===== src/rtl/gs232c_alloc_pkg.sv =====
// Shared sizing helpers, slot-mask type and popcount for the first-free slot allocator.
package gs232c_alloc_pkg;

  localparam int MAX_N     = 2;
  localparam int MAX_SLOTS = 1 << MAX_N;

  typedef logic [MAX_SLOTS-1:0] slot_mask_t;

  function automatic int slot_count(input int n);
    return 1 << n;
  endfunction

  function automatic int count_width(input int n);
    return n + 1;
  endfunction

  function automatic logic [MAX_N:0] popcount(input slot_mask_t v);
    logic [MAX_N:0] c;
    c = {(MAX_N+1){1'b0}};
    for (int i = 0; i < MAX_SLOTS; i++) begin
      c = c + {{MAX_N{1'b0}}, v[i]};
    end
    return c;
  endfunction

endpackage


===== src/rtl/gs232c_first_one.sv =====
// Pure combinational lowest-set-bit selector: one-hot output, all-zero when no bit is set.
module gs232c_first_one #(
  parameter int n = 2
) (
  input  logic [(1<<n)-1:0] vec,
  output logic [(1<<n)-1:0] onehot
);

  // Scan from bit 0 upward and keep only the first hit.
  always_comb begin
    logic found_s;
    onehot  = {(1<<n){1'b0}};
    found_s = 1'b0;
    for (int i = 0; i < (1<<n); i++) begin
      if (vec[i] && !found_s) begin
        onehot[i] = 1'b1;
        found_s   = 1'b1;
      end else begin
        onehot[i] = 1'b0;
      end
    end
  end

endmodule


===== src/rtl/gs232c_first_free_alloc.sv =====
// Slot buffer filled in lowest-free-index order, released by mask, with flush.
// Optional GS232C_ALLOC_RELFREE_EN lets a slot released this cycle be re-allocated this cycle.
module gs232c_first_free_alloc
  import gs232c_alloc_pkg::*;
#(
  parameter int N = 2,
  parameter int W = 32
) (
  input  logic               clk,
  input  logic               resetn,
  input  logic               in_valid,
  output logic               in_ready,
  input  logic [W-1:0]       in_data,
  output logic [(1<<N)-1:0]  in_slot,
  input  logic [(1<<N)-1:0]  rel_mask,
  input  logic               flush,
  output logic [(1<<N)-1:0]  slot_valid,
  output logic [(W<<N)-1:0]  slot_data,
  output logic [N:0]         count
);

  localparam int S  = slot_count(N);
  localparam int CW = count_width(N);

  logic [S-1:0]  valid_r;
  logic [S-1:0]  valid_next_s;
  logic [CW-1:0] count_r;
  logic [CW-1:0] count_next_s;
  logic [CW-1:0] rel_cnt_s;
  logic [S-1:0]  free_s;
  logic [S-1:0]  pick_s;
  logic          accept_s;
  logic [W-1:0]  data_r [S];

`ifdef GS232C_ALLOC_RELFREE_EN
  assign free_s = ~valid_r | (rel_mask & {S{~flush}});
`else
  assign free_s = ~valid_r;
`endif

  gs232c_first_one #(.n(N)) u_first_one (
    .vec    (free_s),
    .onehot (pick_s)
  );

  // Reset is folded in so nothing is offered while the buffer is held in reset.
  assign in_slot  = pick_s & {S{~flush & resetn}};
  assign in_ready = |in_slot;
  assign accept_s = in_valid & in_ready;
  assign rel_cnt_s = CW'(popcount(slot_mask_t'(rel_mask & valid_r)));

  // Next valid vector and occupancy; allocation is applied after release so it wins on overlap.
  always_comb begin
    valid_next_s = valid_r;
    count_next_s = count_r;
    if (flush) begin
      valid_next_s = {S{1'b0}};
      count_next_s = {CW{1'b0}};
    end else begin
      valid_next_s = (valid_r & ~rel_mask) | (accept_s ? in_slot : {S{1'b0}});
      count_next_s = count_r + CW'(accept_s) - rel_cnt_s;
    end
  end

  // Occupancy state.
  always_ff @(posedge clk or negedge resetn) begin
    if (!resetn) begin
      valid_r <= {S{1'b0}};
      count_r <= {CW{1'b0}};
    end else begin
      valid_r <= valid_next_s;
      count_r <= count_next_s;
    end
  end

  // Slot storage; released slots keep their contents.
  always_ff @(posedge clk or negedge resetn) begin
    if (!resetn) begin
      for (int k = 0; k < S; k++) data_r[k] <= {W{1'b0}};
    end else begin
      for (int k = 0; k < S; k++) begin
        if (accept_s && in_slot[k]) data_r[k] <= in_data;
        else                        data_r[k] <= data_r[k];
      end
    end
  end

  for (genvar g = 0; g < S; g++) begin : g_pack
    assign slot_data[g*W +: W] = data_r[g];
  end

  assign slot_valid = valid_r;
  assign count      = count_r;

endmodule


===== config.mk =====
export PLATFORM = sky130hd
export DESIGN_NAME = gs232c_first_free_alloc
export DESIGN_NICKNAME = d
export VERILOG_FILES = /design/src/rtl/gs232c_alloc_pkg.sv /design/src/rtl/gs232c_first_one.sv /design/src/rtl/gs232c_first_free_alloc.sv
export SDC_FILE = /design/constraint.sdc
export NUM_CORES = 1
export LEC_CHECK = 0
export ABC_AREA = 1
export BUFFER_PORTS_ARGS = -buffer_cell sky130_fd_sc_hd__buf_2
export CELL_PAD_IN_SITES_DETAIL_PLACEMENT = 1
export CELL_PAD_IN_SITES_GLOBAL_PLACEMENT = 2
export CORE_MARGIN = 10
export CORE_UTILIZATION = 32
export DETAILED_ROUTE_END_ITERATION = 6
export HOLD_SLACK_MARGIN = 0.15
export PLACE_DENSITY = 0.92
export SYNTH_ARGS = -nofsm -noshare
export SYNTH_HDL_FRONTEND = slang
export SYNTH_SLANG_ARGS = --single-unit

===== constraint.sdc =====
create_clock -name clk -period 3.7 [get_ports clk]
set_input_delay 0.185 -clock clk [delete_from_list [all_inputs] [get_ports clk]]
set_output_delay 0.185 -clock clk [all_outputs]
set_load 0.005 [all_outputs]

# After elaboration in Yosys (flattened, before gate mapping)
# Index checks and enable logic that the tools add are counted.
# Widths: inputs -> output; s select.
dict set report word_totals {
  register_bits 135
  input_bits 40
  out_inout_bits 140
}
dict set report op_classes {
  add_sub_neg 5
  muxes 9
  bitwise_logic 9
  reduce_logical 11
}
# op count
set ops {}
lappend ops {{$and 4x4->4} 3}
lappend ops {{$mux 4} 2}
lappend ops {{$not 4->4} 2}
lappend ops {{$logic_and 1x1->1} 7}
lappend ops {{$add 3x1->3} 2}
lappend ops {{$mux 1} 6}
lappend ops {{$or 4x4->4} 1}
lappend ops {{$reduce_or 4->1} 1}
lappend ops {{$add 2x1->3} 1}
lappend ops {{$logic_not 1->1} 3}
lappend ops {{$mux 3} 1}
lappend ops {{$sub 3x3->3} 1}
lappend ops {{$add 1x1->2} 1}
lappend ops {{$and 1x1->1} 2}
lappend ops {{$not 1->1} 1}

# Logic depth before layout (Yosys ltp)
dict set report depth {
  depth_word 17
  mapped_depth 12
}

# By module
# Synthesis repeated with hierarchy kept, for this count alone.
dict set report unflattened {
  cells_unflattened 526
  area_unflattened_um2 5386.4
}
# module instances cells_per_inst area_each_um2
set modules_own_cells {}
lappend modules_own_cells {gs232c_first_free_alloc 1 517 5348.9}
lappend modules_own_cells {gs232c_first_one 1 9 37.5}

# Worst setup path before layout
# No wires, ideal clock.
dict set report synth_timing {
  path_kind {input to register}
  start {input port in_valid}
  end {register count_r[2], in the netlist count[2]}
  setup_ns 0.117
  t_arrival_ns 2.220
  required_ns 3.583
  path_slack_ns 1.364
  stages 11
  path_buffers 2
  path_cell_list {buf_2 buf_1 nand3_1 fa_1 inv_1 ha_1 fa_1 xor2_1 nand2_1 nand2_1 nor2_1}
}
dict set report synth_between {
  elab_chain_cells 4
}
# item line_no
set synth_lines {}
lappend synth_lines {{start, declared} gs232c_first_free_alloc.sv:11} ;# input logic in_valid,
lappend synth_lines {{$and 1x1->1} gs232c_first_free_alloc.sv:49} ;# assign accept_s = in_valid & in_ready;
lappend synth_lines {{$add 3x1->3} gs232c_first_free_alloc.sv:61} ;# count_next_s = count_r + CW'(accept_s) - rel_cnt_s;
lappend synth_lines {{$sub 3x3->3} gs232c_first_free_alloc.sv:61}
lappend synth_lines {{$mux 3} gs232c_first_free_alloc.sv:56} ;# if (flush) begin
lappend synth_lines {{via count_next_s[2]} gs232c_first_free_alloc.sv:28} ;# logic [CW-1:0] count_next_s;
lappend synth_lines {{end signal, assigned} gs232c_first_free_alloc.sv:69} ;# count_r <= {CW{1'b0}};
lappend synth_lines {{end signal, assigned} gs232c_first_free_alloc.sv:72} ;# count_r <= count_next_s;
lappend synth_lines {{end, declared} gs232c_first_free_alloc.sv:27} ;# logic [CW-1:0] count_r;
# The timed path passes the listed nets, and every way through them passes these cells.
# A chain may end at the register's enable or synchronous reset.

# Worst setup path in the final report
dict set report layout_timing {
  start {input port resetn}
  end {register valid_r[3], in the netlist slot_valid[3]}
}
dict set report layout_between {
  elab_chain_cells 7
}
# item line_no
set layout_lines {}
lappend layout_lines {{start, declared} gs232c_first_free_alloc.sv:10} ;# input logic resetn,
lappend layout_lines {{$and 1x1->1 (*)} gs232c_first_free_alloc.sv:47} ;# assign in_slot = pick_s & {S{~flush & resetn}};
lappend layout_lines {{$and 4x4->4 (*)} gs232c_first_free_alloc.sv:47}
lappend layout_lines {{$reduce_or 4->1} gs232c_first_free_alloc.sv:48} ;# assign in_ready = |in_slot;
lappend layout_lines {{$and 1x1->1} gs232c_first_free_alloc.sv:49}
lappend layout_lines {{$mux 4 (*)} gs232c_first_free_alloc.sv:60} ;# valid_next_s = (valid_r & ~rel_mask) | (accept_s ? in_slot : {S{1'b0}});
lappend layout_lines {{$or 4x4->4 (*)} gs232c_first_free_alloc.sv:60}
lappend layout_lines {{$mux 4 (*)} gs232c_first_free_alloc.sv:56}
lappend layout_lines {{via valid_next_s[3]} gs232c_first_free_alloc.sv:26} ;# logic [S-1:0] valid_next_s;
lappend layout_lines {{end signal, assigned} gs232c_first_free_alloc.sv:68} ;# valid_r <= {S{1'b0}};
lappend layout_lines {{end signal, assigned} gs232c_first_free_alloc.sv:71} ;# valid_r <= valid_next_s;
lappend layout_lines {{end, declared} gs232c_first_free_alloc.sv:25} ;# logic [S-1:0] valid_r;
# The timed path passes the listed nets; every way through them passes the cells marked *.

==> impl_metrics.env <==
export IMPL_sw_frac_of_total_pct=24.9
export IMPL_areaGrowthSynthToFinish_pct=37.7
export IMPL_pwr_density_cell_nw_per_um2=521
export IMPL_ys_seq_area_share_pct=62.3
export IMPL_grtUsageTotal_pct=16.4
export IMPL_ios=180
export IMPL_io_buffers=179
export IMPL_clk_path_buf_depth=2
export IMPL_path_clk_slew_ns=0.06
export IMPL_via_count=4629
export IMPL_ys_seq_elements=135
export IMPL_period_share_pct=83.9
export IMPL_synth_edf_count=0
export IMPL_hpwl_mm=12.7
export IMPL_cts_hold_buf=42
export IMPL_max_freq_mhz=322
export IMPL_synth_top_area_cell="dfrtp_1"
export IMPL_finClkSkew_ns=0.00783
export IMPL_syn_inst=551
export IMPL_start_util_pct=32.7
export IMPL_rows=47
export IMPL_slowest_stage="nand3_2"
export IMPL_die_h_um=150
export IMPL_first_iter_violations=179
export IMPL_pwr_share_clk_pct=44.2
export IMPL_fin_ws_ns=0.597
export IMPL_start_kind="input port"
export IMPL_route_detailed_drc=0
export IMPL_grt_first_pass_wirelength_mm=29.2
export IMPL_synthDominantCellAreaShare_pct=62.3
export IMPL_combinationalPowerShare_pct=12.3
export IMPL_worstSetupPathType="in2reg"
export IMPL_synth_most_common_cell="nand2_1"
export IMPL_fin_area_um2=7460
export IMPL_crit_fanout=64
export IMPL_ys_warn_count=0
export IMPL_hold_viol=0
export IMPL_post_route_min_period_ns=3.10
export IMPL_fp_dieArea_um2=22500
export IMPL_cp_arrival_ns=3.45
export IMPL_worst_pin_slew_ns=0.973
export IMPL_syn_avg_cell_area_um2=9.83
export IMPL_cts_resized=0
export IMPL_die_x_um=150
export IMPL_setup_tns_ns=0
export IMPL_p_switching_uw=968
export IMPL_yosys_top_cells_area="dfrtp_1 62%, nand2_1 12%, o21ai_1 6.0%"
export IMPL_setup_violations=0
export IMPL_core_region_area_um2=16600
export IMPL_crit_chain="dlygate4sd3_1 -> buf_6 -> buf_4 -> nand2_1 -> nor2_1 -> nand3_2 -> a21oi_2 -> dlygate4sd3_1"
export IMPL_slew_viol_final=0
export IMPL_fin_nets=810
export IMPL_critPathRequiredTime_ns=4.05
export IMPL_dr_pass1_iters=4
export IMPL_gp_congestion=0.794
export IMPL_post_dp_cell_area_um2=6440
export IMPL_maxCapViolCount=0
export IMPL_routed_wl_mm=18.1
export IMPL_drive_gt1_share_pct=32.2
export IMPL_p_int_uw=2920
export IMPL_diodes=0
export IMPL_max_slew_margin_pct=35.0
export IMPL_antenna_left=0
export IMPL_syn_cell_area_um2=5420
export IMPL_grt_pass1_vias=5293
export IMPL_clk_latency_ns=0.41
export IMPL_syn_nets=596
export IMPL_synth_commonest_cells="171 x nand2_1, 135 x dfrtp_1, 65 x o21ai_1"
export IMPL_synth_distinct_cells=27
export IMPL_overflow=0
export IMPL_vias_per_cell=4.64
export IMPL_critPathMostFrequentCell="dlygate4sd3_1"
export IMPL_cts_sinks=135
export IMPL_async_reset_ff_share_pct=100
export IMPL_cts_setup_buffers=0
export IMPL_grt_max_degree=74
export IMPL_cts_buffers=17
export IMPL_holdCritPathClass="in2reg"
export IMPL_ir_drop_uv=317
export IMPL_cts_root_buffer="clkbuf_16"
export IMPL_rsz0062_at_grt="false"
export IMPL_p_leak_uw=0.00418
export IMPL_place_ws_ns=1.12
export IMPL_p_seq_share_pct=43.5
export IMPL_antenna_found_initial=0
export IMPL_synthFlopType="dfrtp_1"
export IMPL_endpoint_kind="register"
export IMPL_status="finished clean"
export IMPL_cpPeakStageDelay_ns=0.69
export IMPL_htreeDepth=4
export IMPL_cts_tree="done"
export IMPL_post_drt_wl_per_cell_um=18.2
## cell type report
| cell class | instances | area, um2 |
|---|---|---|
| clock buffers | 25 | 515 |
| clock inverters | 6 | 88.8 |
| fillers | 1953 | 9120 |
| inverters | 51 | 191 |
| multi-input cells | 333 | 1640 |
| flip-flops and latches | 135 | 3380 |
| well taps | 220 | 275 |
| repair buffers | 227 | 1370 |
## power groups by stage
| stage | combinational [uW] | clock (uW) | sequential, uW |
|---|---|---|---|
| final | 480 | 1720 | 1690 |
| after global routing | 552 | 1830 | 1710 |
| after floorplan | 171 | 0 | 1720 |
| after global placement | 438 | 0 | 1710 |
| after detailed placement | 456 | 0 | 1710 |
| after CTS | 492 | 1770 | 1690 |
## cells in the final DEF, fill, tap and decap left out
master / Yosys / final
inv_2: 4 / 4
xnor2_1: 1 / 1
nand4_1: 1 / 1
nor2_4: 1 / 1
nand3_1: 36 / 34
buf_2: 13 / 178
nor2_2: 1 / 1
xor2_1: 1 / 1
o21ai_0: 9 / 9
nor2_8: 1 / 1
dlygate4sd3_1: 0 / 42
clkbuf_16: 0 / 17
a21oi_1: 3 / 3
nand3_2: 1 / 2
nand2_1: 171 / 171
or2_2: 3 / 3
nand3_4: 0 / 1
o21ai_2: 22 / 22
nor3_1: 1 / 1
dfrtp_1: 135 / 135
ha_1: 2 / 2
o21ai_1: 65 / 65
inv_1: 47 / 47
buf_4: 5 / 6
fa_1: 3 / 3
clkinvlp_4: 0 / 2
clkinv_4: 0 / 1
a21oi_2: 1 / 1
clkinv_2: 0 / 1
nor2_1: 10 / 10
clkbuf_1: 4 / 2
bufinv_16: 0 / 2
buf_6: 9 / 1
clkbuf_8: 0 / 6
## routing by layer
metal / wire, um / up-vias / share of wire [%] / track usage (%)
li1: - / 2172 / - / -
met1: 7560 / 2297 / 42 / 19.3
met2: 8730 / 149 / 48 / 26.6
met3: 1700 / 11 / 9.4 / 7.47
met4: 126 / 0 / 0.70 / 4.32
met5: 0 / - / 0 / 0
## registers in the layout, summed over array words and instances (netlist names)
signal	cells
count	3
slot_data	128
slot_valid	4
## worst paths after layout
check	end	from	cells past startpoint	slack, ns
worst max-delay path	slot_valid[3]	resetn	8	0.60
worst min-delay path	slot_data[106]	in_valid	4	0.42
worst max register to register	slot_valid[2]	slot_valid[0]	5	1.20
worst min register to register	slot_data[119]	slot_data[119]	2	0.48
max in group asynchronous	slot_data[117]	resetn	4	1.71
min in group asynchronous	slot_valid[2]	resetn	3	0.53
## metrics by stage
step                util (%)  hold slack (ns)  std cells  power [uW]
floorplan                  -           -0.111        551        1890
global placement        38.8            0.389        924        2140
detailed placement      38.8            0.413        924        2170
CTS                     45.0            0.392        997        3950
global route            45.0            0.419        997        4090
finish                  45.0            0.417        997        3890
## cells by family (layout without fill, tap and decap cells)
group	after synthesis	after routing	share of synthesized area [%]
adders and majority gates	5	5	1.57
and+or+nand+nor	226	226	17.3
buffers and inverters	83	309	7.64
xor gates and xnor gates	2	2	0.323
DFF	135	135	62.3
AOI/OAI and AO/OA	100	100	10.8
## critical path: cells and delay by family
kind                   cells  cell delay [ns]
AO/OA/AOI/OAI              1             0.31
AND/OR/NAND/NOR            3             1.10
buffers and inverters      4             1.84
Note: power is estimated with default switching activity, not from simulation.
